## config.mk

```make
export PLATFORM = sky130hd
export DESIGN_NAME = prio_arbiter_rr_hold
export DESIGN_NICKNAME = d
export VERILOG_FILES = /design/src/rtl/prio_arbiter_rr_hold.sv
export SDC_FILE = /design/constraint.sdc
export NUM_CORES = 1
export LEC_CHECK = 0
export ABC_CLOCK_PERIOD_IN_PS = 1690
export BUFFER_PORTS_ARGS = -buffer_cell sky130_fd_sc_hd__clkbuf_2
export CAP_MARGIN = 20
export CORE_AREA = 2 2 39 41
export CTS_CLUSTER_DIAMETER = 100
export DETAILED_ROUTE_END_ITERATION = 6
export DIE_AREA = 0 0 41 43
export PLACE_DENSITY = 0.65
export SLEW_MARGIN = 20
export SYNTH_ARGS = -nofsm -noshare
export SYNTH_HDL_FRONTEND = slang
export SYNTH_SLANG_ARGS = --single-unit
```

## constraint.sdc

```tcl
create_clock -name clk -period 1.69 [get_ports clk]
set_input_delay 0.0845 -clock clk [delete_from_list [all_inputs] [get_ports clk]]
set_output_delay 0.0845 -clock clk [all_outputs]
set_load 0.02 [all_outputs]
```

## src/rtl/prio_arbiter_rr_hold.sv

```systemverilog
// Registered SIZE-way arbiter with grant lock: fixed or round-robin priority,
// with an optional cap on consecutive grant cycles that forces rotation.
module prio_arbiter_rr_hold #(
    parameter int SIZE     = 4,
    parameter int RR_EN    = 1,
    parameter int MAX_HOLD = 0
) (
    input  logic                    clk,
    input  logic                    rst,
    input  logic [SIZE-1:0]         req,
    output logic [SIZE-1:0]         gnt,
    output logic                    gnt_vld,
    output logic [$clog2(SIZE)-1:0] gnt_idx
);

    // state | meaning
    // IDLE  | no owner, gnt=0, waiting for any request
    // GRANT | owner r_gnt_idx holds the resource while its req stays high
    typedef enum logic {
        S_IDLE  = 1'b0,
        S_GRANT = 1'b1
    } state_t;

    localparam int IW  = $clog2(SIZE);
    localparam int HCW = (MAX_HOLD == 0) ? 1 : $clog2(MAX_HOLD + 1);
    localparam logic [HCW-1:0] CAP_VAL = (MAX_HOLD == 0) ? '0 : HCW'(MAX_HOLD - 1);
    localparam logic [HCW-1:0] CNT_MAX = '1;

    state_t            r_state;
    state_t            w_nstate;
    logic [SIZE-1:0]   r_gnt;
    logic              r_gnt_vld;
    logic [IW-1:0]     r_gnt_idx;
    logic [IW-1:0]     r_ptr;
    logic [HCW-1:0]    r_hold_cnt;

    logic [SIZE-1:0]   w_win_mask;
    logic [IW-1:0]     w_win_idx;
    logic [SIZE-1:0]   w_others;
    logic              w_own_req;
    logic              w_cap;
    logic              w_load;
    logic              w_go_idle;
    logic              w_cnt_clear;
    logic              w_cnt_inc;

    // Round-robin scans downward from ptr-1 and wraps, so the last owner is visited last.
    function automatic logic [IW-1:0] pick(input logic [SIZE-1:0] mask,
                                           input logic [IW-1:0]   ptr);
        logic [IW-1:0] idx;
        logic          found;
        int            j;
        idx   = '0;
        found = 1'b0;
        if (RR_EN != 0) begin
            for (int k = 1; k <= SIZE; k++) begin
                j = (int'(ptr) + SIZE - k) % SIZE;
                if (!found && mask[j]) begin
                    idx   = IW'(j);
                    found = 1'b1;
                end
            end
        end else begin
            for (int i = 0; i < SIZE; i++) begin
                if (mask[i]) begin
                    idx = IW'(i);
                end
            end
        end
        return idx;
    endfunction

    assign w_own_req = req[r_gnt_idx];
    assign w_others  = req & ~r_gnt;
    assign w_cap     = (MAX_HOLD != 0) && (r_hold_cnt == CAP_VAL);

    always_comb begin
        w_nstate    = r_state;
        w_win_mask  = req;
        w_load      = 1'b0;
        w_go_idle   = 1'b0;
        w_cnt_clear = 1'b0;
        w_cnt_inc   = 1'b0;
        case (r_state)
            S_IDLE: begin
                if (|req) begin
                    w_load   = 1'b1;
                    w_nstate = S_GRANT;
                end
            end
            S_GRANT: begin
                if (!w_own_req) begin
                    if (|req) begin
                        w_load = 1'b1;
                    end else begin
                        w_go_idle = 1'b1;
                        w_nstate  = S_IDLE;
                    end
                end else if (w_cap) begin
                    // Cap reached: rotate only if someone else is waiting.
                    if (|w_others) begin
                        w_load     = 1'b1;
                        w_win_mask = w_others;
                    end else begin
                        w_cnt_clear = 1'b1;
                    end
                end else begin
                    w_cnt_inc = 1'b1;
                end
            end
            default: begin
                w_nstate = S_IDLE;
            end
        endcase
        w_win_idx = pick(w_win_mask, r_ptr);
    end

    always_ff @(posedge clk or posedge rst) begin
        if (rst) begin
            r_state    <= S_IDLE;
            r_gnt      <= '0;
            r_gnt_vld  <= 1'b0;
            r_gnt_idx  <= '0;
            r_ptr      <= '0;
            r_hold_cnt <= '0;
        end else begin
            r_state <= w_nstate;
            if (w_load) begin
                r_gnt      <= SIZE'(1) << w_win_idx;
                r_gnt_vld  <= 1'b1;
                r_gnt_idx  <= w_win_idx;
                r_ptr      <= w_win_idx;
                r_hold_cnt <= '0;
            end else if (w_go_idle) begin
                r_gnt     <= '0;
                r_gnt_vld <= 1'b0;
                r_gnt_idx <= '0;
            end else if (w_cnt_clear) begin
                r_hold_cnt <= '0;
            end else if (w_cnt_inc && (r_hold_cnt != CNT_MAX)) begin
                r_hold_cnt <= r_hold_cnt + 1'b1;
            end
        end
    end

    assign gnt     = r_gnt;
    assign gnt_vld = r_gnt_vld;
    assign gnt_idx = r_gnt_idx;

endmodule

```

==> reports/qor.yml, run 1 <==
route:
  first_pass_iters: 4
  drc: 0
  vias_per_cell: 5.37
  route.detailed.wl_per_inst_um: 13.4
  via_count: 419
  postRouteAntennaNets: 0
  wirelength_um: 1040
  drt_iter0_drc: 5
power_and_ir_drop:
  peakVddDrop_mv: 0.620
  power.density_nw_per_um2: 1840
  power_leakage_nw: 0.304
place:
  dp_hpwl_um: 802
  pre_cts_slack_ps: 130
  place_congestion: 0.710
  port_buffers: 12
clocking:
  clk_latency_ps: 270
  cts_buffers: 3
  cts.sinks: 10
  postCtsSetupBuffers: 0
  cts_tree: "done"
  clk_pin_slew_ps: 70
  cts-htree-levels: 1
  cts.hold.buffers_added: 1
  cts_root_buf: "clkbuf_4"
  cts_resized: 0
  clock_path_buffers: 2
synthesis:
  synthSimpleGateAreaFrac_pct: 17.1
  yosysMostFrequentCell: "dfrtp_1"
  yosys.area_share.adder_pct: 0
  synth_compound_area_share_pct: 26.9
  synth_top_family_by_area: "compound AO/OA/AOI/OAI gates"
  syn-cell-area_um2: 520
  yosysTopAreaCell: "dfrtp_1"
  synth_ff_type: "dfrtp_1"
  synth_commonest_cells: "dfrtp_1, a22o_1, mux2i_1, nand2_1, nor2_1"
  syn_inst: 45
  muxShareOfSynthArea_pct: 5.77
  ys_async_sr_fraction_pct: 100
  synth_enable_flop_cells: 0
  ys_seq_area_share_pct: 48.1
  synthXorXnorAreaFrac_pct: 0
  syn-num-nets: 51
  synth.area.top_cells: "dfrtp_1, mux2i_1, a22o_1, nor4_4, a32o_1"
  yosys_warnings: 0
  ys_types: 23
  syn_area_per_cell_um2: 11.6
  synth_top_area_share_pct: 48.1
  ys_ff_latch: 10
critical_path:
  cp_cell_sequence: "mux2i_1, o221ai_2, nor4_4, a22o_1"
  r2r_slack_ps: 130
  max_stage_delay_ps: 420
  worst-path-max-fanout: 4
  cp_data_required_time_ps: 1900
  arrival_ps: 1760
  start_kind: "flip-flop"
  worst_path_dominant_cell_family: "flip-flops"
  path_buf_inv: 0
  cp_slowest_cell: "dfrtp_1"
  critPathKind: "flip-flop to flip-flop"
  end_kind: "flip-flop"
grt:
  use_met3_pct: 6.28
  grt_pass1_wl_um: 1680
  grt_overflow: 0
  grt_max_degree: 11
  grtUsageMet1_pct: 21.6
  antenna_found_initial: 0
  met2_usage_pct: 17.8
  busiest_layer: "met1"
  grt_pass1_vias: 358
  track_usage_pct: 16.0
floorplan:
  initial_utilization_pct: 37.6
  coreArea_um2: 1380
  std_cell_rows: 14
  die-area_um2: 1760
  pin_count: 13
  die_h_um: 43
  fp.dieW_um: 41
timing:
  worst_slack_ps: 134
  fin_setup_tns_ps: 0
  timing.hold.ws_ps: 140
  min_period_over_period_pct: 92.1
  setup_viol: 0
  slew_viol_final: 0
  hold_violations: 0
  slew_headroom_pct: 68.1
  fmax_ghz: 0.643
  finalCriticalPeriod_ps: 1560
  worst_pin_slew_ps: 478
  rsz0062_at_grt: "false"
  fin_skew_ps: 2.67
job:
  cap_violations: 0
final_layout:
  drive_above_1_share_pct: 40.3
  diodes: 0
  finalNetCount: 69
  area_delta_synth_final_pct: 24.3
min_path:
  hp-class: "input pin to flip-flop"
outcome:
  status: "finished clean"
metrics by stage:
step	cell area, um^2	total power [W]	instances	utilization, %
after floorplan	520	0.000834	45	-
after global placement	601	0.000973	73	43.4
after detailed placement	601	0.000978	73	43.4
after CTS	647	0.00120	78	46.7
after global routing	647	0.00128	78	46.7
final	647	0.00119	78	46.7
final cells by class:
class                           count  area (um^2)
Fill cell                         129          737
Multi-Input combinational cell     32          259
Sequential cell                    10          250
Timing Repair Buffer               13         70.1
Clock buffer                        4         36.3
Tap cell                           16         20.0
Inverter                            3         11.3
power by group:
part / total (W) / internal [W] / switching [W] / leakage (nW)
Sequential: 0.000409 / 0.000328 / 0.0000810 / 0.120
Combinational: 0.000564 / 0.000261 / 0.000303 / 0.164
Clock: 0.000219 / 0.000131 / 0.0000875 / 0.0210
Total: 0.00119 / 0.000720 / 0.000472 / 0.304
path summary, 6_finish.rpt:
check,endpoint,startpoint,cells after the start
max,gnt[1]$_DFFE_PP0P_,gnt_idx[1]$_DFFE_PP0P_,4
min,r_state$_DFF_PP0_,req[1],3
min reg2reg,gnt[3]$_DFFE_PP0P_,gnt[3]$_DFFE_PP0P_,1
max reg2reg,gnt[1]$_DFFE_PP0P_,gnt_idx[1]$_DFFE_PP0P_,4
min in group asynchronous,gnt_idx[0]$_DFFE_PP0P_,rst,3
max in group asynchronous,r_ptr[1]$_DFFE_PP0P_,rst,3
cell usage in the layout (no fill, tap or decap):
| cell type | synthesis | layout |
|---|---|---|
| clkbuf_2 | 0 | 12 |
| dfrtp_1 | 10 | 10 |
| nand2_1 | 3 | 3 |
| mux2i_1 | 3 | 3 |
| nor2_1 | 3 | 3 |
| a22o_1 | 3 | 3 |
| clkbuf_4 | 0 | 3 |
| nand2b_1 | 2 | 2 |
| a21oi_1 | 2 | 2 |
| a21o_2 | 2 | 2 |
| a32o_1 | 2 | 2 |
| inv_1 | 2 | 2 |
| nor4_2 | 1 | 1 |
| o22ai_1 | 1 | 1 |
| a2bb2oi_1 | 1 | 1 |
| and3_2 | 1 | 1 |
| o32a_2 | 1 | 1 |
| inv_2 | 1 | 1 |
| o221ai_2 | 1 | 1 |
| nor2b_1 | 1 | 1 |
| nor4_4 | 1 | 1 |
| o21bai_2 | 1 | 1 |
| o32ai_1 | 1 | 1 |
| or3_1 | 1 | 1 |
| o21ai_0 | 1 | 1 |
| clkbuf_8 | 0 | 1 |
| dlygate4sd3_1 | 0 | 1 |
routing by layer:
| layer | vias to the layer above | routed length (um) | share of wire, % |
|---|---|---|---|
| met3 | 4 | 51 | 4.9 |
| met2 | 16 | 463 | 44 |
| met4 | 0 | 40 | 3.8 |
| li1 | 207 | - | - |
| met5 | - | 0 | 0 |
| met1 | 192 | 487 | 47 |
kinds of logic (layout without fill, tap and decap cells):
group | Yosys count | count (layout)
AOI/OAI and AO/OA | 16 | 16
and+or+nand+nor | 13 | 13
DFF | 10 | 10
muxes | 3 | 3
buffers and inverters | 3 | 20
state kept, by name, indices dropped and copies added (netlist names):
name and cells:
gnt_idx 2, r_state 1, gnt_vld 1, r_ptr 2, gnt 4
worst register-to-register path, stage by stage, from the launching register on:
cell	delay (ps)
dfrtp_1	420
mux2i_1	280
o221ai_2	180
nor4_4	400
a22o_1	200
No activity file was read; power rests on OpenSTA's default activity.
==> run 2, diff against run 1 <==
Settings changed: MAX_ROUTING_LAYER set to met4, TNS_END_PERCENT set to 20.
==> run 2 against run 1 <==
  * Final area stayed put
  * Combinational power hardly changed
  * Hold slack hardly changed
  * Maximum frequency hardly changed
  * Clock power hardly changed
  * Worst setup slack hardly changed
  * Critical path type unchanged
  * Largest cell class unchanged
  * Largest power group unchanged
==> reports/qor.yml, run 2 (same netlist as run 1, synthesis figures left out) <==
clocking:
  cts_buffers: 3  # unchanged
  postCtsSetupBuffers: 0  # unchanged
  cts-htree-levels: 1  # unchanged
  cts_tree: "done"
  cts.sinks: 10  # unchanged
  cts_root_buf: "clkbuf_4"
  cts.hold.buffers_added: 1  # unchanged
  cts_resized: 0  # unchanged
  clock_path_buffers: 2  # unchanged
  clk_latency_ps: 270  # about the same
  clk_pin_slew_ps: 70  # about the same
floorplan:
  fp.dieW_um: 41  # unchanged
  die-area_um2: 1760  # unchanged
  initial_utilization_pct: 37.6  # unchanged
  std_cell_rows: 14  # unchanged
  coreArea_um2: 1380  # unchanged
  die_h_um: 43  # unchanged
  pin_count: 13  # unchanged
grt:
  track_usage_pct: 16.4  # +0.40 points
  grt_pass1_vias: 358  # unchanged
  grt_pass1_wl_um: 1680  # -0.42%
  grt_overflow: 0  # unchanged
  antenna_found_initial: 0  # unchanged
  grt_max_degree: 11  # unchanged
final_layout:
  diodes: 0  # unchanged
  layout_common_cells: "clkbuf_2, dfrtp_1"
  layout_commonest_cell: "clkbuf_2"
  finalNetCount: 69  # unchanged
  largest_register_ffs: 4  # unchanged
  drive_above_1_share_pct: 40.3  # unchanged
  post-route-util_pct: 46.7  # unchanged
  area_delta_synth_final_pct: 24.3  # unchanged
min_path:
  hold_start: "req[1]"
  hp-class: "input pin to flip-flop"
route:
  via_count: 420  # +0.24%
  drc: 0  # unchanged
  wirelength_um: 1040  # -0.29%
  route.detailed.wl_per_inst_um: 13.3  # -0.29%
  vias_per_cell: 5.38  # +0.24%
  wl_met2_um: 461  # -0.43%
  top_layer: "met4"
  drt_iter0_drc: 3  # -2
  first_pass_iters: 4  # unchanged
  wl_met1_um: 487  # unchanged
  wl_met3_um: 51  # unchanged
  postRouteAntennaNets: 0  # unchanged
timing:
  fin_setup_tns_ps: 0  # unchanged
  fin_skew_ps: 2.90  # +0.227 ps
  finalCriticalPeriod_ps: 1560  # -0.00600 ps
  worst_pin_slew_ps: 478  # -0.00262 ps
  slew_viol_final: 0  # unchanged
  min_period_over_period_pct: 92.1  # about the same
  hold_violations: 0  # unchanged
  setup_viol: 0  # unchanged
  timing.hold.ws_ps: 140  # +0.123 ps
  slew_headroom_pct: 68.1  # about the same
  fmax_ghz: 0.643  # about the same
  rsz0062_at_grt: "false"
power_and_ir_drop:
  peakVddDrop_mv: 0.619  # -0.19%
  power_leakage_nw: 0.304  # unchanged
  power.density_nw_per_um2: 1840  # about the same
  finalPower_w: 0.00119  # about the same
critical_path:
  worst-path-max-fanout: 4  # unchanged
  end_kind: "flip-flop"
  critPathKind: "flip-flop to flip-flop"
  arrival_ps: 1760  # about the same
  cp_data_required_time_ps: 1900  # about the same
  startpoint: "gnt_idx[1]$_DFFE_PP0P_"
  r2r_start: "gnt_idx[1]$_DFFE_PP0P_"
  start_kind: "flip-flop"
place:
  place_congestion: 0.718  # +1.1%
  dp_hpwl_um: 802  # unchanged
  port_buffers: 12  # unchanged
job:
  cap_violations: 0  # unchanged
outcome:
  status: "finished clean"
[run 2: cell counts in the layout (fill, tap and decap cells not counted)]
No cell type changed its count.
[run 2: area by class of cell]
cell class	count	area [um^2]
inverters	3	11.3
repair buffers	13	70.1
well taps	16	20.0
fillers	129	737
flip-flops and latches	10	250
multi-input cells	32	259
clock buffers	4	36.3
[run 2: critical path: stages, from the launching register on]
cell      delay [ps]
dfrtp_1          420
mux2i_1          280
o221ai_2         180
nor4_4           400
a22o_1           200
[run 2: power breakdown]
part	internal [W]	leakage, nW	switching, W	total, W
clock	0.000131	0.0210	0.0000877	0.000219
sequential	0.000328	0.120	0.0000804	0.000409
combinational	0.000261	0.164	0.000303	0.000564
[run 2: path summary, 6_finish.rpt]
path                       cells after the start                      to  slack (ps)
max                                            4      gnt[1]$_DFFE_PP0P_         130
min                                            3       r_state$_DFF_PP0_         140
max reg2reg                                    4      gnt[1]$_DFFE_PP0P_         130
min reg2reg                                    1      gnt[3]$_DFFE_PP0P_         510
max in group asynchronous                      3    r_ptr[1]$_DFFE_PP0P_        1100
min in group asynchronous                      3  gnt_idx[0]$_DFFE_PP0P_         310
[run 2: stage by stage]
step	setup slack [ps]	instances	instance area, um^2
finish	134	78	647
detailed placement	130	73	601
floorplan	176	45	520
CTS	112	78	647
global route	29.7	78	647
global placement	124	73	601
[run 2: per-layer routing]
metal	GRT usage (%)	vias to the layer above
met1	21.6	192
met3	6.28	4
met2	17.8	16
li1	-	208
met4	16.0	0
met5	-	-
==> run 3, diff against run 2 <==
Settings changed: PLACE_DENSITY 0.65 to 0.71.
==> run 3 against run 2 <==
  * Power is essentially flat
  * Wire length grew 1.8%
  * Final cell count is the same
  * Clock power shrank 3%
  * Critical endpoint is now gnt[3]$_DFFE_PP0P_
  * Largest cell class unchanged
  * Highest routed layer unchanged
==> reports/qor.yml, run 3 (same netlist as run 1, synthesis figures left out) <==
outcome:
  status: "finished clean"
final_layout:
  layout_common_cells: "clkbuf_2, dfrtp_1"
  area_delta_synth_final_pct: 24.3  # unchanged
  layout_commonest_cell: "clkbuf_2"
  final_cells: 78  # unchanged
  largest_register_ffs: 4  # unchanged
  finalNetCount: 69  # unchanged
  design_area_um2: 647  # unchanged
  drive_above_1_share_pct: 40.3  # unchanged
  post-route-util_pct: 46.7  # unchanged
  diodes: 0  # unchanged
grt:
  grt_pass1_vias: 436  # +22%
  antenna_found_initial: 0  # unchanged
  track_usage_pct: 16.0  # -0.38 points
  grt_pass1_wl_um: 1840  # +9.9%
  grt_max_degree: 11  # unchanged
  grt_overflow: 0  # unchanged
timing:
  slew_viol_final: 0  # unchanged
  fin_setup_tns_ps: 0  # unchanged
  rsz0062_at_grt: "false"
  slew_headroom_pct: 70.4  # +2.4 points
  worst_pin_slew_ps: 443  # -35.2 ps
  setup_viol: 0  # unchanged
  min_period_over_period_pct: 92.6  # +0.54 points
  finalCriticalPeriod_ps: 1570  # +9.09 ps
  fin_skew_ps: 1.28  # -1.62 ps
  hold_violations: 0  # unchanged
  fmax_ghz: 0.639  # -0.58%
route:
  route.detailed.wl_per_inst_um: 13.6  # +1.8%
  drt_iter0_drc: 6  # +3
  vias_per_cell: 5.54  # +2.9%
  first_pass_iters: 4  # unchanged
  wirelength_um: 1060  # +1.8%
  drc: 0  # unchanged
  postRouteAntennaNets: 0  # unchanged
  via_count: 432  # +2.9%
place:
  port_buffers: 12  # unchanged
  place_congestion: 0.744  # +3.6%
  post_dp_cell_area_um2: 601  # unchanged
  dp_hpwl_um: 841  # +4.8%
  dp.cells: 73  # unchanged
power_and_ir_drop:
  power_leakage_nw: 0.304  # unchanged
  finalPower_w: 0.00119  # about the same
  peakVddDrop_mv: 1.07  # +73%
  power.density_nw_per_um2: 1840  # about the same
critical_path:
  end_kind: "flip-flop"
  path_buf_inv: 0  # unchanged
  reg2reg_depth: 4  # unchanged
  cp_cell_sequence: "mux2i_1, o221ai_2, nor4_4, a22o_1"
  critPathKind: "flip-flop to flip-flop"
  arrival_ps: 1770  # about the same
  cp_slowest_cell: "dfrtp_1"
  r2r_slack_ps: 120  # about the same
  cp_data_required_time_ps: 1890  # about the same
  worst_path_dominant_cell_family: "flip-flops"
  max_stage_delay_ps: 420  # about the same
  worst-path-max-fanout: 4  # unchanged
  r2r_start: "gnt_idx[1]$_DFFE_PP0P_"
  start_kind: "flip-flop"
  r2r_end: "gnt[3]$_DFFE_PP0P_"
floorplan:
  die_h_um: 43  # unchanged
  fp.dieW_um: 41  # unchanged
  die-area_um2: 1760  # unchanged
  initial_utilization_pct: 37.6  # unchanged
  std_cell_rows: 14  # unchanged
  coreArea_um2: 1380  # unchanged
  pin_count: 13  # unchanged
clocking:
  cts_resized: 0  # unchanged
  cts_tree: "done"
  cts.sinks: 10  # unchanged
  clk_pin_slew_ps: 60  # about the same
  cts_buffers: 3  # unchanged
  clock_path_buffers: 2  # unchanged
  cts.hold.buffers_added: 1  # unchanged
  cts-htree-levels: 1  # unchanged
  postCtsSetupBuffers: 0  # unchanged
  clk_latency_ps: 260  # about the same
  cts_root_buf: "clkbuf_4"
job:
  cap_violations: 0  # unchanged
min_path:
  min_path_cells: 3  # unchanged
  hold_start: "req[1]"
  min_to: "r_state$_DFF_PP0_"
  hp-class: "input pin to flip-flop"
==> run 3: cell counts in the layout (fill, tap and decap cells not counted) <==
Identical to the previous run, type by type.
==> run 3: per-layer routing <==
layer  share of wire [%]  GRT usage, %  vias to the layer above
met5                   0             -                        -
met4                 2.6          10.0                        0
met3                 4.5          1.57                        4
met2                  44          23.1                       11
met1                  49          20.7                      205
li1                    -             -                      212
==> run 3: area by class of cell <==
class	instances	area [um^2]
clock buffers	4	36.3
fillers	133	737
inverters	3	11.3
multi-input cells	32	259
flip-flops and latches	10	250
well taps	16	20.0
repair buffers	13	70.1
==> run 3: worst reg2reg max path, stage by stage (launching register included) <==
cell      delay [ps]
dfrtp_1          420
mux2i_1          290
o221ai_2         190
nor4_4           400
a22o_1           200
==> run 3: worst max-delay path by stage <==
stage / startpoint / end / slack [ps] / depth (start not counted)
after floorplan: gnt_idx[1]$_DFFE_PP0P_ / gnt[1]$_DFFE_PP0P_ / 180 / 4
after global placement: gnt_idx[1]$_DFFE_PP0P_ / gnt[1]$_DFFE_PP0P_ / 150 / 4
after detailed placement: gnt_idx[1]$_DFFE_PP0P_ / gnt[3]$_DFFE_PP0P_ / 140 / 4
after CTS: gnt_idx[1]$_DFFE_PP0P_ / gnt[3]$_DFFE_PP0P_ / 110 / 4
after global routing: gnt_idx[1]$_DFFE_PP0P_ / gnt[1]$_DFFE_PP0P_ / 1 / 4
final: gnt_idx[1]$_DFFE_PP0P_ / gnt[3]$_DFFE_PP0P_ / 120 / 4
==> run 3: metrics by stage <==
step           hold slack, ps  worst slack [ps]
6_report                  136               125
5_1_grt                   151             0.991
4_1_cts                   134               110
3_5_place_dp             58.3               137
3_3_place_gp             57.0               151
2_1_floorplan           -75.3               176
==> run 3: report_power, final <==
part           internal (W)  switching (W)
clock              0.000131      0.0000812
combinational      0.000261       0.000310
sequential         0.000328      0.0000812
